**src/rtl/red_pitaya_pfd_pkg.sv**
```systemverilog
// Shared quadrant encoding and step codes for the phase-frequency detector counter.
package red_pitaya_pfd_pkg;

  typedef logic [1:0] quad_t;

  localparam quad_t QUAD_0 = 2'd0;
  localparam quad_t QUAD_1 = 2'd1;
  localparam quad_t QUAD_2 = 2'd2;
  localparam quad_t QUAD_3 = 2'd3;

  typedef enum logic [1:0] {
    STEP_NONE = 2'd0,
    STEP_UP   = 2'd1,
    STEP_DN   = 2'd2,
    STEP_SKIP = 2'd3
  } step_e;

  // Gray-style mapping of the comparator pair onto a rotating quadrant index.
  function automatic quad_t quad_encode(input logic i, input logic q);
    case ({i, q})
      2'b00:   return QUAD_0;
      2'b10:   return QUAD_1;
      2'b11:   return QUAD_2;
      default: return QUAD_3;
    endcase
  endfunction

  function automatic step_e step_decode(input quad_t cand, input quad_t quad);
    quad_t diff;
    diff = cand - quad;
    case (diff)
      2'd1:    return STEP_UP;
      2'd3:    return STEP_DN;
      2'd2:    return STEP_SKIP;
      default: return STEP_NONE;
    endcase
  endfunction

endpackage

```
**src/rtl/red_pitaya_pfd_quad_filter.sv**
```systemverilog
// Synchronises the comparator pair and accepts a quadrant only after it has
// been stable for FILT+1 cycles; accept_o is high in the cycle it is taken.
module red_pitaya_pfd_quad_filter
  import red_pitaya_pfd_pkg::*;
#(
  parameter int SYNC_STAGES = 2,
  parameter int FILT        = 0
) (
  input  logic       clk_i,
  input  logic       rst_i,
  input  logic       i_i,
  input  logic       q_i,
  output logic [1:0] cand_o,
  output logic [1:0] quad_o,
  output logic       accept_o
);

  localparam logic [8:0] RUN_FULL = 9'(FILT + 1);

  logic [SYNC_STAGES-1:0] i_sync_reg, q_sync_reg;
  logic [SYNC_STAGES-1:0] i_sync_next, q_sync_next;
  logic [1:0]             cand, cand_reg, quad_reg, quad_next;
  logic [8:0]             run_reg, run_next;

  genvar gi;
  generate
    for (gi = 0; gi < SYNC_STAGES; gi++) begin : g_sync
      if (gi == 0) begin : g_head
        assign i_sync_next[gi] = i_i;
        assign q_sync_next[gi] = q_i;
      end else begin : g_tail
        assign i_sync_next[gi] = i_sync_reg[gi-1];
        assign q_sync_next[gi] = q_sync_reg[gi-1];
      end
    end
  endgenerate

  assign cand = quad_encode(i_sync_reg[SYNC_STAGES-1], q_sync_reg[SYNC_STAGES-1]);

  // run_next counts consecutive cycles, including this one, that cand has held.
  always_comb begin
    run_next = 9'd1;
    if (cand == cand_reg) begin
      run_next = (run_reg == RUN_FULL) ? run_reg : run_reg + 9'd1;
    end
  end

  assign accept_o  = (run_next == RUN_FULL) && (cand != quad_reg);
  assign quad_next = accept_o ? cand : quad_reg;

  always_ff @(posedge clk_i or posedge rst_i) begin
    if (rst_i) begin
      i_sync_reg <= '0;
      q_sync_reg <= '0;
      cand_reg   <= QUAD_0;
      run_reg    <= 9'd0;
      quad_reg   <= QUAD_0;
    end else begin
      i_sync_reg <= i_sync_next;
      q_sync_reg <= q_sync_next;
      cand_reg   <= cand;
      run_reg    <= run_next;
      quad_reg   <= quad_next;
    end
  end

  assign cand_o = cand;
  assign quad_o = quad_reg;

endmodule

```
**src/rtl/red_pitaya_pfd_counter.sv**
```systemverilog
// Quadrant phase-frequency detector: integrates +/-1 quadrant steps into a
// saturating or wrapping accumulator and counts illegal two-quadrant jumps.
module red_pitaya_pfd_counter
  import red_pitaya_pfd_pkg::*;
#(
  parameter int WIDTH       = 14,
  parameter int ISR         = 0,
  parameter int SYNC_STAGES = 2,
  parameter int FILT        = 0,
  parameter int WRAP        = 0
) (
  input  logic             clk_i,
  input  logic             rst_i,
  input  logic             i_i,
  input  logic             q_i,
  input  logic             clear_i,
  input  logic             hold_i,
  output logic [1:0]       quad_o,
  output logic [WIDTH-1:0] integral_o,
  output logic             sat_o,
  output logic             skip_o,
  output logic [7:0]       skip_cnt_o
);

  localparam int            AW      = WIDTH + ISR;
  localparam logic [AW-1:0] ACC_MAX = {1'b0, {(AW-1){1'b1}}};
  localparam logic [AW-1:0] ACC_MIN = {1'b1, {(AW-1){1'b0}}};
  localparam logic [AW-1:0] ACC_ONE = AW'(1);

  logic [1:0]    cand, quad;
  logic          accept;
  step_e         step;
  logic [AW-1:0] acc_reg, acc_next;
  logic          sat_reg, sat_next;
  logic          skip_reg, skip_next;
  logic [7:0]    skip_cnt_reg, skip_cnt_next;

  red_pitaya_pfd_quad_filter #(
    .SYNC_STAGES(SYNC_STAGES),
    .FILT       (FILT)
  ) u_quad_filter (
    .clk_i   (clk_i),
    .rst_i   (rst_i),
    .i_i     (i_i),
    .q_i     (q_i),
    .cand_o  (cand),
    .quad_o  (quad),
    .accept_o(accept)
  );

  assign step = accept ? step_decode(cand, quad) : STEP_NONE;

  // Clear outranks hold and any step; a step pushing past a limit is dropped.
  always_comb begin
    acc_next = acc_reg;
    if (clear_i) begin
      acc_next = '0;
    end else if (!hold_i) begin
      if (step == STEP_UP && (WRAP != 0 || acc_reg != ACC_MAX)) begin
        acc_next = acc_reg + ACC_ONE;
      end else if (step == STEP_DN && (WRAP != 0 || acc_reg != ACC_MIN)) begin
        acc_next = acc_reg - ACC_ONE;
      end
    end

    sat_next  = (WRAP == 0) && (acc_next == ACC_MAX || acc_next == ACC_MIN);
    skip_next = (step == STEP_SKIP);

    skip_cnt_next = skip_cnt_reg;
    if (clear_i) begin
      skip_cnt_next = 8'd0;
    end else if (skip_next && skip_cnt_reg != 8'hFF) begin
      skip_cnt_next = skip_cnt_reg + 8'd1;
    end
  end

  always_ff @(posedge clk_i or posedge rst_i) begin
    if (rst_i) begin
      acc_reg      <= '0;
      sat_reg      <= 1'b0;
      skip_reg     <= 1'b0;
      skip_cnt_reg <= 8'd0;
    end else begin
      acc_reg      <= acc_next;
      sat_reg      <= sat_next;
      skip_reg     <= skip_next;
      skip_cnt_reg <= skip_cnt_next;
    end
  end

  assign quad_o     = quad;
  assign integral_o = acc_reg[AW-1:ISR];
  assign sat_o      = sat_reg;
  assign skip_o     = skip_reg;
  assign skip_cnt_o = skip_cnt_reg;

endmodule

```
**config.mk**
```make
export PLATFORM = sky130hd
export DESIGN_NAME = red_pitaya_pfd_counter
export DESIGN_NICKNAME = d
export VERILOG_FILES = /design/src/rtl/red_pitaya_pfd_pkg.sv /design/src/rtl/red_pitaya_pfd_quad_filter.sv /design/src/rtl/red_pitaya_pfd_counter.sv
export SDC_FILE = /design/constraint.sdc
export NUM_CORES = 1
export LEC_CHECK = 0
export BUFFER_PORTS_ARGS = -buffer_cell sky130_fd_sc_hd__buf_2
export CAP_MARGIN = 20
export CELL_PAD_IN_SITES_DETAIL_PLACEMENT = 2
export CELL_PAD_IN_SITES_GLOBAL_PLACEMENT = 2
export CORE_ASPECT_RATIO = 1.25
export CORE_MARGIN = 5
export CORE_UTILIZATION = 30
export DETAILED_ROUTE_END_ITERATION = 12
export PLACE_DENSITY_LB_ADDON = 0.25
export SETUP_SLACK_MARGIN = 0.5
export SYNTH_ARGS = -nofsm -noshare
export SYNTH_HDL_FRONTEND = slang
export SYNTH_SLANG_ARGS = --single-unit
```
**constraint.sdc**
```tcl
create_clock -name clk_i -period 8.7 [get_ports clk_i]
set_input_delay 0.87 -clock clk_i [delete_from_list [all_inputs] [get_ports clk_i]]
set_output_delay 0.87 -clock clk_i [all_outputs]
set_load 0.02 [all_outputs]
```
==> results of run 1 <==
==> where the power goes <==
part	leakage [nW]	switching (mW)	internal, mW	total [mW]
Clock	0.0439	0.0734	0.0555	0.129
Sequential	0.546	0.0542	0.221	0.275
Combinational	0.711	0.253	0.149	0.402
==> kinds of logic after synthesis <==
group / Yosys count / share of synthesized area
simple gates: 121 / 0.282
compound gates: 48 / 0.129
flops: 41 / 0.396
buf+inv: 25 / 0.0396
xor+xnor: 19 / 0.0642
fa+ha+maj: 11 / 0.0531
mux: 9 / 0.0362
==> cell type report <==
class | instances | area share
multi-input combinational | 208 | 0.502
sequential | 41 | 0.352
timing repair buffer | 33 | 0.0583
tap | 100 | 0.0429
clock buffer | 5 | 0.0236
inverter | 12 | 0.0154
clock inverter | 3 | 0.00600
==> synth_stat cells, types with 7 or more instances <==
master,instances,area share
dfrtp_1,41,0.40
nor2_1,27,0.039
a21oi_1,13,0.025
nand2_1,13,0.019
nand4_1,13,0.031
inv_1,12,0.017
xor2_1,12,0.041
clkbuf_1,11,0.016
ha_1,11,0.053
o31ai_1,11,0.032
or4_1,11,0.032
nand3_1,10,0.019
and3_1,9,0.022
nor4_1,7,0.017
xnor2_1,7,0.024
==> how the worst max path moves through the flow <==
stage / end / depth (start not counted) / from
floorplan: sat_o / 14 / u_quad_filter.q_sync_reg[1]
global placement: sat_o / 15 / u_quad_filter.q_sync_reg[1]
detailed placement: sat_o / 15 / u_quad_filter.q_sync_reg[1]
CTS: sat_o / 15 / u_quad_filter.q_sync_reg[1]
global route: sat_o / 15 / u_quad_filter.q_sync_reg[1]
finish: sat_o / 15 / u_quad_filter.q_sync_reg[1]
==> per-layer routing <==
layer	track usage	share of wire	vias to the layer above	routed length, um
met5	0	0	-	0
met4	0.0440	0.014	0	101
met3	0.0244	0.017	6	125
met2	0.285	0.55	17	4080
met1	0.174	0.42	1138	3090
li1	-	-	1072	-
==> critical path, cell delays in order (launching register included) <==
cell       delay (ps)
dfrtp_1           420
ha_1              240
or3_1             370
and2_1            180
xor2_1            230
inv_1              80
ha_1              190
o21ba_2           270
nand3_1            80
a2111oi_1         740
a2bb2oi_1         190
or4_1             430
a21oi_1           230
nor4b_1           370
nand4_1           130
o31ai_1            90
==> key figures, run 1 <==
Finish
  • Design Area, Final: 0.00292 mm2
  • FF+latch area: 0.00103 mm2
  • Max FFs per register: 14
  • Final Util: 0.341
  • Area of the multi-input gates: 0.00147 mm2
  • Number of nets in the layout: 318
  • Non-Filler Instances: 402
  • Fillers: 993
  • Ant. Diodes: 0
  • Most common cell after layout, fill and taps aside: dfrtp_1
  • Area growth, synth to finish: 12.5%
  • Most frequent cells in the layout: dfrtp_1 (41), buf_2 (31), nor2_1 (27)
  • Fraction of layout cells with a size suffix above 1: 0.172

Worst hold path
  • Hold Path Stages: 0
  • Worst Hold Class: register to register
  • Hold path endpoint: u_quad_filter.q_sync_reg[1]
  • Hold Startpoint: u_quad_filter.q_sync_reg[0]

Floorplan
  • Floorplan core area: 0.00856 mm2
  • Starting density of the core: 0.303
  • Die Y: 114 um
  • Row cnt: 38
  • Io pins: 32
  • Die Area: 0.0106 mm2
  • Die Width: 93.2 um

Clock tree
  • Worst-Skew Late Latency: 310 ps
  • Clock tree sinks: 41
  • CTS Hold Buffers Added: 0
  • CTS H-Tree Depth: 2
  • CTS clock-pin slew for the worst setup and hold paths: 90 ps
  • Clock root cell: clkbuf_8
  • Post-CTS Setup Inserts: 0
  • Clk buf depth: 2
  • CTS Buf Count: 5
  • CTS tree: built
  • Post-CTS Resized: 0

STA
  • Final setup viols: 0
  • Pins Over Slew Limit: 0
  • Final hold vios: 0
  • Setup WS post-layout: 4360 ps
  • Slew margin rel.: 0.457
  • WHS: 364 ps
  • Tmin final: 4340 ps
  • Worst Skew: 10.5 ps
  • Unrepaired setup endpoints after global routing: false
  • Setup TNS Final: 0 ps
  • Actual slew at the worst max-slew pin: 814 ps
  • Period Utilization, post-route: 0.499
  • Top achievable clock speed: 0.230 GHz

Global route
  • Gr usage total: 0.151
  • First-pass GRT wire length: 12.7 mm
  • Remaining Overflow, GRT: 0
  • Initial antenna violation count: 0
  • Largest net degree at the start of global routing: 42
  • Vias in the first global route: 2523

Synth
  • Syn Inst Count: 274
  • Synth async-reset ratio: 1.00
  • Synth Cell Area: 0.00259 mm2
  • Distinct cells, synth: 50
  • Top FF cell, synth: dfrtp_1
  • Seq cells post-synth: 41
  • Synth Net Count: 291
  • Number of synthesized flops with an enable pin: 0
  • Synth warn: 0
  • Sequential fraction of the synthesis area: 0.396
  • Mean post-synth cell area: 9.47 um2

Setup path
  • Reg-to-Reg End: sat_o
  • Max FO, Critical Path: 4
  • Critical setup path kind: register to register
  • Crit end category: register
  • Req. time, crit path: 8920 ps
  • Worst R2R Setup Slack: 4360 ps
  • Setup crit start kind: register
  • CP Data Arrival Time: 4560 ps
  • RR Startpoint: u_quad_filter.q_sync_reg[1]
  • FF-to-FF path depth: 15

Power
  • Power per cell area: 276 mW/mm2
  • Overall Power: 0.807 mW
  • VDD IR max: 0.0995 mV
  • Leak pwr: 1.30 nW

Run
  • Max-cap viol count: 0

Place
  • Routability cong.: 0.740
  • Port Buf Inserts: 31
  • # placed instances: 394
  • Setup WS pre-CTS: 4250 ps
  • Final HPWL DP: 5.57 mm
  • Placed Instance Area: 0.00283 mm2

Status
  • Status: completed

Route
  • Drt pass-1 iters: 4
  • Number of remaining DRC errors: 0
  • DRT iter0 DRCs: 32
  • Via count: 2233
  • WL/cell: 18.4 um
  • Via density: 5.55
  • Routed Antenna Nets: 0
  • Overall routed net length: 7.39 mm
(Power assumes the default switching activity.)
==> run 2, diff against run 1 <==
==> constraint.sdc (replaced) <==
create_clock -name clk_i -period 3.7 [get_ports clk_i]
set_input_delay 0.37 -clock clk_i [delete_from_list [all_inputs] [get_ports clk_i]]
set_output_delay 0.37 -clock clk_i [all_outputs]
set_load 0.02 [all_outputs]
==> run 2 against run 1 <==
The run now ends with negative setup slack left. First-iteration DRC count is 53% higher. Flip-flop and latch count unchanged. Non-clock buffer count up 32. Worst hold slack got worse by 330 ps. Sequential share of layout area down 4.8 points. Global-route usage grew 0.68 points. Combinational power rose to 3.6 times the previous value.
==> key figures, run 2 (synthesized netlist as in run 1, its figures left out) <==
Status
  • Status: complete, but fails checks
  • Failing checks: negative setup slack

Route
  • DRT iter0 DRCs: 49
  • Overall routed net length: 8.12 mm
  • Routed Antenna Nets: 0
  • WL/cell: 18.7 um
  • Via count: 2421
  • Drt pass-1 iters: 4
  • Number of remaining DRC errors: 0
  • Via density: 5.58

Clock tree
  • Clock tree sinks: 41
  • Clk buf depth: 2
  • CTS Hold Buffers Added: 0
  • CTS H-Tree Depth: 2
  • CTS tree: built
  • Clock root cell: clkbuf_8
  • CTS Buf Count: 5
  • CTS clock-pin slew for the worst setup and hold paths: 90 ps
  • Worst-Skew Late Latency: 300 ps

Finish
  • Most common cell after layout, fill and taps aside: dfrtp_1
  • Area growth, synth to finish: 30.1%
  • Fraction of layout cells with a size suffix above 1: 0.341
  • Design Area, Final: 0.00338 mm2
  • Most frequent cells in the layout: dfrtp_1 (41), buf_4 (34), buf_2 (31)
  • Max FFs per register: 14
  • Number of nets in the layout: 350
  • Non-Filler Instances: 434
  • Ant. Diodes: 0

Setup path
  • CP endpoint: sat_o
  • Req. time, crit path: 3920 ps
  • Reg-to-Reg End: sat_o
  • Crit end category: register
  • Max FO, Critical Path: 3
  • FF-to-FF path depth: 17
  • CP Data Arrival Time: 3950 ps
  • Setup crit start kind: register
  • Worst R2R Setup Slack: -40 ps
  • CP startpoint: u_quad_filter.q_sync_reg[1]
  • Critical setup path kind: register to register
  • RR Startpoint: u_quad_filter.q_sync_reg[1]

STA
  • Setup WS post-layout: -36.0 ps
  • Final hold vios: 0
  • Unrepaired setup endpoints after global routing: true
  • Actual slew at the worst max-slew pin: 751 ps
  • Period Utilization, post-route: 1.01
  • Tmin final: 3740 ps
  • WHS: 33.5 ps
  • Pins Over Slew Limit: 0
  • Slew margin rel.: 0.495
  • Worst Skew: 10.4 ps
  • Top achievable clock speed: 0.268 GHz
  • Final setup viols: 1

Global route
  • Gr usage total: 0.158
  • Vias in the first global route: 2643
  • Largest net degree at the start of global routing: 28
  • Initial antenna violation count: 0
  • Remaining Overflow, GRT: 0
  • First-pass GRT wire length: 13.2 mm

Floorplan
  • Die Width: 93.2 um
  • Row cnt: 38
  • Starting density of the core: 0.303
  • Io pins: 32
  • Floorplan core area: 0.00856 mm2
  • Die Area: 0.0106 mm2
  • Die Y: 114 um

Run
  • Max-cap viol count: 0

Power
  • VDD IR max: 0.312 mV
  • Power per cell area: 711 mW/mm2
  • Leak pwr: 1.50 nW
  • Overall Power: 2.40 mW

Place
  • Port Buf Inserts: 31
  • Setup WS pre-CTS: -184 ps
  • Routability cong.: 0.802
  • Final HPWL DP: 6.03 mm
  • # placed instances: 416
  • Placed Instance Area: 0.00306 mm2

Worst hold path
  • Worst Hold Class: input pin to async pin
-- run 2: layer usage --
metal	routed length, um	vias up	global-route usage	part of all wire
met3	137	13	0.0244	0.017
met1	3250	1248	0.175	0.40
met4	157	0	0.0479	0.019
li1	-	1133	-	-
met2	4580	27	0.306	0.56
met5	0	-	0	0
-- run 2: how the worst min path moves through the flow --
stage                                      from                          end  slack (ps)
floorplan           u_quad_filter.i_sync_reg[0]  u_quad_filter.i_sync_reg[1]         330
global placement    u_quad_filter.i_sync_reg[0]  u_quad_filter.i_sync_reg[1]         350
detailed placement  u_quad_filter.q_sync_reg[0]  u_quad_filter.q_sync_reg[1]         350
CTS                                       rst_i     u_quad_filter.run_reg[4]          60
global route                              rst_i     u_quad_filter.run_reg[4]          80
finish                                    rst_i     u_quad_filter.run_reg[4]          30
-- run 2: final cells by class --
class                   count  area (um2)
clock buffers               8        80.1
fillers                   944        5180
inverters                  12        45.0
multi-input cells         208        1690
flip-flops and latches     41        1030
well taps                 100         125
repair buffers             65         410
-- run 2: timing repair --
item                                    in CTS  in global routing
buffers inserted                             8                  2
endpoints found under the setup margin      22                 22
resized for setup                           24                 11
pin swaps                                   15                  7
-- run 2: critical path, stage by stage, from the launching register on --
cell       delay, ps
dfrtp_1          410
ha_2             190
or3_4            380
and2_4           190
xor2_4           190
inv_1             70
ha_2             190
o21ba_4          240
buf_4            140
nand3_2          100
a2111oi_4        320
buf_4            190
a2bb2oi_2         60
or4_4            440
a21oi_4          160
nor4b_4          210
nand4_1          100
o31ai_1           80
-- run 2: stage by stage --
| stage | setup TNS [ps] | utilization |
|---|---|---|
| 2_1_floorplan | 0 | - |
| 3_3_place_gp | -39.8 | 0.357 |
| 3_5_place_dp | -263 | 0.357 |
| 4_1_cts | -139 | 0.387 |
| 5_1_grt | -251 | 0.394 |
| 6_report | -36.0 | 0.394 |
-- run 2: report_power, final --
group          internal, mW  total [mW]  leakage (nW)  switching, mW
sequential            0.520       0.653         0.546          0.134
clock                 0.135       0.304        0.0395          0.169
combinational         0.653        1.44         0.909          0.791
